`config.mk`:
```
export PLATFORM = sky130hd
export DESIGN_NAME = mem_access_unit
export DESIGN_NICKNAME = d
export VERILOG_FILES = /design/src/rtl/mem_pkg.sv /design/src/rtl/mem_access_unit.sv
export SDC_FILE = /design/constraint.sdc
export NUM_CORES = 1
export LEC_CHECK = 0
export CAP_MARGIN = 20
export CORE_UTILIZATION = 40
export DETAILED_ROUTE_END_ITERATION = 10
export PLACE_DENSITY = 0.82
export RECOVER_POWER = 25
export SLEW_MARGIN = 20
export SYNTH_ARGS = -nofsm -noshare
export SYNTH_HDL_FRONTEND = slang
export SYNTH_SLANG_ARGS = --single-unit
```
`constraint.sdc`:
```
create_clock -name clock -period 2.7 [get_ports clock]
set_input_delay 0.81 -clock clock [delete_from_list [all_inputs] [get_ports clock]]
set_output_delay 0.81 -clock clock [all_outputs]
set_load 0.02 [all_outputs]
```
`src/rtl/mem_pkg.sv`:
```
// Shared definitions for the data memory and its access front-end.
// The memory block reuses the geometry defaults defined here.
package mem_pkg;

  localparam int MEM_ADDR_W = 11;
  localparam int MEM_DATA_W = 16;
  localparam int MEM_DEPTH  = 64;

  typedef enum logic [1:0] {
    IDLE    = 2'd0,
    ISSUE   = 2'd1,
    CAPTURE = 2'd2,
    RESP    = 2'd3
  } state_t;

endpackage

```
`src/rtl/mem_access_unit.sv`:
```
// Single-outstanding load/store front-end for the synchronous data memory.
// Sequences one-cycle memory strobes and returns registered responses.
module mem_access_unit
  import mem_pkg::*;
#(
  parameter int ADDR_W = MEM_ADDR_W,
  parameter int DATA_W = MEM_DATA_W,
  parameter int DEPTH  = MEM_DEPTH
) (
  input  logic              clock,
  input  logic              reset,
  input  logic              req_valid,
  output logic              req_ready,
  input  logic              req_write,
  input  logic [ADDR_W-1:0] req_addr,
  input  logic [DATA_W-1:0] req_wdata,
  output logic              resp_valid,
  input  logic              resp_ready,
  output logic [DATA_W-1:0] resp_rdata,
  output logic              resp_err,
  output logic [ADDR_W-1:0] mem_address,
  output logic [DATA_W-1:0] mem_dataIn,
  output logic              mem_read,
  output logic              mem_write,
  input  logic [DATA_W-1:0] mem_dataOut
);

  // One extra bit so DEPTH == 2**ADDR_W still compares correctly.
  localparam logic [ADDR_W:0] LIMIT = (ADDR_W + 1)'(DEPTH);

  state_t state;
  logic   in_range;

  assign in_range   = {1'b0, req_addr} < LIMIT;
  assign req_ready  = (state == IDLE);
  assign resp_valid = (state == RESP);

  always_ff @(posedge clock) begin
    if (reset) begin
      state       <= IDLE;
      resp_err    <= 1'b0;
      resp_rdata  <= '0;
      mem_address <= '0;
      mem_dataIn  <= '0;
      mem_read    <= 1'b0;
      mem_write   <= 1'b0;
    end else begin
      case (state)
        IDLE: begin
          if (req_valid) begin
            if (in_range) begin
              mem_address <= req_addr;
              mem_dataIn  <= req_wdata;
              mem_read    <= !req_write;
              mem_write   <= req_write;
              state       <= ISSUE;
            end else begin
              resp_err <= 1'b1;
              state    <= RESP;
            end
          end
        end
        ISSUE: begin
          // The memory acts on the strobe at this edge; the strobe still tells load from store.
          mem_read  <= 1'b0;
          mem_write <= 1'b0;
          if (mem_read) begin
            state <= CAPTURE;
          end else begin
            resp_err <= 1'b0;
            state    <= RESP;
          end
        end
        CAPTURE: begin
          resp_rdata <= mem_dataOut;
          resp_err   <= 1'b0;
          state      <= RESP;
        end
        RESP: begin
          if (resp_ready) state <= IDLE;
        end
        default: state <= IDLE;
      endcase
    end
  end

endmodule
```
==> results_dict.tcl <==
set metrics [dict create \
    grt_max_degree 47 \
    antenna_left 0 \
    synthesis.area_per_instance_um2 9.706 \
    critical_path.reg2reg.endpoint "resp_rdata[13]$_SDFFE_PP0N_" \
    tritoncts.num_buffers 5 \
    ios 96 \
    power_per_cell_area_mw_per_mm2 631.6 \
    wire_per_inst_um 12.28 \
    worstPathRequired_ns 1.89 \
    dieArea_mm2 0.005086 \
    power.share.sequential_pct 43.7 \
    cts-resized-gates 0 \
    drt_drc_violations_left 9 \
    areaGrowthSynthToFinish_pct 55.47 \
    crit_buf_inv 2 \
    portBuffers 95 \
    clk_root_buffer_cell "sky130_fd_sc_hd__clkbuf_8" \
    worst_ep_arrival_time_ns 1.74 \
    rr_worst_depth 4 \
    drt-vias-per-instance 4.805 \
    yosys.area.top_type "sky130_fd_sc_hd__dfxtp_1" \
    synth-seq-area-share_pct 50.00 \
    routed-via-count 1648 \
    internal-power_w 0.001300 \
    reg2reg_from "state[0]$_SDFFE_PP0P_" \
    start_util_pct 42.95 \
    postSynth.topFlopCell "sky130_fd_sc_hd__dfxtp_1" \
    finalWorstPathRequiredPeriod_ns 2.548 \
    detail_route.first_pass.iterations 7 \
    synth_largest_type_area_fraction_pct 50.00 \
    power.share.clock_pct 20.8 \
    timing.critical_path.from_type "register" \
    finalWirelength_um 4211 \
    postLayoutSetupSlackWorst_ns 0.1519 \
    power.share.combinational_pct 35.5 \
    violations "design-rule violations" \
    antenna_violations_before_repair 0 \
    ys_async_sr_fraction_pct 0 \
    power.switching_fraction_pct 31.10 \
    rsz0062_at_grt "false" \
    total_core_area_mm2 0.004474 \
    initialDrtViolationCount 34 \
    worstHoldStart "mem_dataIn[0]$_SDFFE_PP0P_" \
    dp_hpwl_um 3061 \
    fin_cells 343 \
    tritoncts_clock_tree "built" \
    min-delay-path-class "register to register" \
    synth-seq-cells 48 \
    setup_total_negative_slack_ns 0 \
    synth.top_cells.by_count "sky130_fd_sc_hd__dfxtp_1 (48), sky130_fd_sc_hd__nand2_1 (46), sky130_fd_sc_hd__mux2i_1 (39), sky130_fd_sc_hd__nor2_1 (18), sky130_fd_sc_hd__clkbuf_1 (7)" \
    first_pass_grt_wire_length_um 6920 \
    finalClockSkew_ns 0.004107 \
    worst_setup_slack_for_register_to_register_paths_ns 0.99 \
    cts_sinks 48 \
    design.final.nets 343 \
    vdd_ir_drop_max_uv 248.9 \
    cts_buffer_depth 2 \
    synthTopCellsByArea "sky130_fd_sc_hd__dfxtp_1 (50%), sky130_fd_sc_hd__mux2i_1 (20%), sky130_fd_sc_hd__nand2_1 (9.0%)" \
    total_switching_power_w 0.0005868 \
    worst_path_dominant_cell_family "buffers and inverters" \
    report.final.setup_viol 0 \
    layout_worst_path_cycle_share_pct 94.37 \
    placementRows 24 \
    finalWeightedCongestion 0.7834 \
    critPathCaptureType "primary output" \
    holdBufCountCts 0 \
    synth_enable_flop_cells 0 \
    drv_slew 0 \
    detailedPlace.worstSlack_ns 0.09759 \
    overflow_left_after_global_routing 0 \
    synth.distinct_cells 32 \
    postSynthCellCount 198 \
    grt_pass1_vias 1588 \
    hold_end "mem_dataIn[0]$_SDFFE_PP0P_" \
    maxClockFrequency_mhz 392.4 \
    cp_max_fo 8 \
    critPathMaxStageDelay_ns 0.66 \
    synth_warnings 0 \
    critical-path-slowest-cell "sky130_fd_sc_hd__clkdlybuf4s50_1" \
    die_width_um 71.32 \
    max_cap_violations 0 \
    worstPathCellList "inv_1 -> ha_1 -> clkdlybuf4s50_1" \
    clock_latency_ns 0.29 \
    synth.most_common_cell "sky130_fd_sc_hd__dfxtp_1" \
    ctsHtreeMaxLevel 2 \
    criticalPathCategory "register to primary output" \
    postCtsSetupBuffers 0 \
    syn_nets 250 \
    gr-usage-all-layers_pct 17.19 \
    cellLeakagePower_nw 1.111 \
    status "complete, but fails checks" \
    hold_viol_final 0 \
    netlist_area_mm2 0.001922 \
    tightestPinTransition_ns 1.211 \
    antenna_cells 0 \
    path_clk_slew_ns 0.08 \
    placed_cells 336 \
    fp.dieH_um 71.32 \
    layout-drive-gt1-share_pct 4.467 \
    whs_path_depth 2 \
    relSlewSlack_pct 19.16 \
]
power by group through the flow:
stage / clock [W] / sequential [W] / combinational [W]
final: 0.000393 / 0.000825 / 0.000670
after detailed placement: 0 / 0.000843 / 0.000684
after global placement: 0 / 0.000838 / 0.000673
after floorplan: 0 / 0.000911 / 0.000344
after global routing: 0.000436 / 0.000834 / 0.000732
after CTS: 0.000412 / 0.000827 / 0.000685
worst max-delay path by stage:
| stage | slack [ns] | to | cells after the start | from |
|---|---|---|---|---|
| global route | 0.06 | req_ready | 3 | state[0]$_SDFFE_PP0P_ |
| CTS | 0.13 | req_ready | 3 | state[0]$_SDFFE_PP0P_ |
| global placement | 0.14 | mem_dataIn[2]$_SDFFE_PP0P_ | 5 | req_addr[10] |
| floorplan | 0.53 | mem_read$_SDFFE_PP0P_ | 4 | req_addr[10] |
| detailed placement | 0.1 | mem_dataIn[2]$_SDFFE_PP0P_ | 5 | req_addr[10] |
| finish | 0.15 | req_ready | 3 | state[0]$_SDFFE_PP0P_ |
layout make-up:
cell class	count	area [um2]
multi-input combinational	134	883.3
clock inverter	1	5.005
fill	384	1486
clock buffer	6	72.57
timing repair buffer	98	985.9
sequential	48	960.9
inverter	4	15.01
tap	52	65.06
sequential cells by signal, indices dropped and copies added (netlist names):
register	flops
resp_err	1
resp_rdata	16
mem_write	1
mem_read	1
mem_address	11
state	2
mem_dataIn	16
cell families (layout without fill, tap and decap cells):
family / Yosys count / after routing / share of synthesized area, %
mux: 41 / 41 / 21.48
flops: 48 / 48 / 50.00
fa+ha+maj: 4 / 4 / 2.604
buf+inv: 16 / 109 / 4.361
compound gates: 8 / 8 / 2.865
simple gates: 81 / 81 / 18.69
tightest hold or removal path, delay by kind of cell (launching register included):
family | cells | cell delay [ns]
simple gates | 1 | 0.05
flops | 1 | 0.32
mux | 1 | 0.05
routing by layer:
| layer | vias to the layer above | global-route usage [%] | share of wire (%) |
|---|---|---|---|
| li1 | 842 | - | - |
| met1 | 728 | 20.28 | 43 |
| met2 | 73 | 28.47 | 44 |
| met3 | 5 | 6.329 | 12 |
| met4 | 0 | 6.667 | 1.2 |
| met5 | - | 0 | 0 |
cell usage in the layout, fill, tap and decap left out, drive strengths merged:
cell | Yosys | layout
dfxtp | 48 | 48
o211ai | 1 | 1
dlygate4sd3 | 0 | 7
mux2i | 39 | 39
inv | 4 | 4
a211o | 1 | 1
nor2 | 18 | 18
clkinv | 0 | 1
or4 | 1 | 1
clkbuf | 7 | 6
nand3b | 1 | 1
nor2b | 2 | 2
a31oi | 1 | 1
ha | 4 | 4
a211oi | 1 | 1
buf | 5 | 3
a311oi | 1 | 1
clkdlybuf4s50 | 0 | 88
o22ai | 1 | 1
mux2 | 2 | 2
o21ai | 1 | 1
a21oi | 1 | 1
nor3b | 5 | 5
nor3 | 3 | 3
nand3 | 1 | 1
or2 | 1 | 1
nand2 | 46 | 46
nand2b | 3 | 3
through the flow:
stage	hold WS (ns)	util [%]	instance area, um2	total power [W]
after detailed placement	0.4460	65.04	2910	0.001526
after global routing	0.4851	66.78	2988	0.002001
after floorplan	0.5332	-	1922	0.001255
after global placement	0.4409	65.04	2910	0.001511
after CTS	0.4629	66.78	2988	0.001924
final	0.4625	66.78	2988	0.001887
Note: power is estimated with default switching activity, not from simulation.
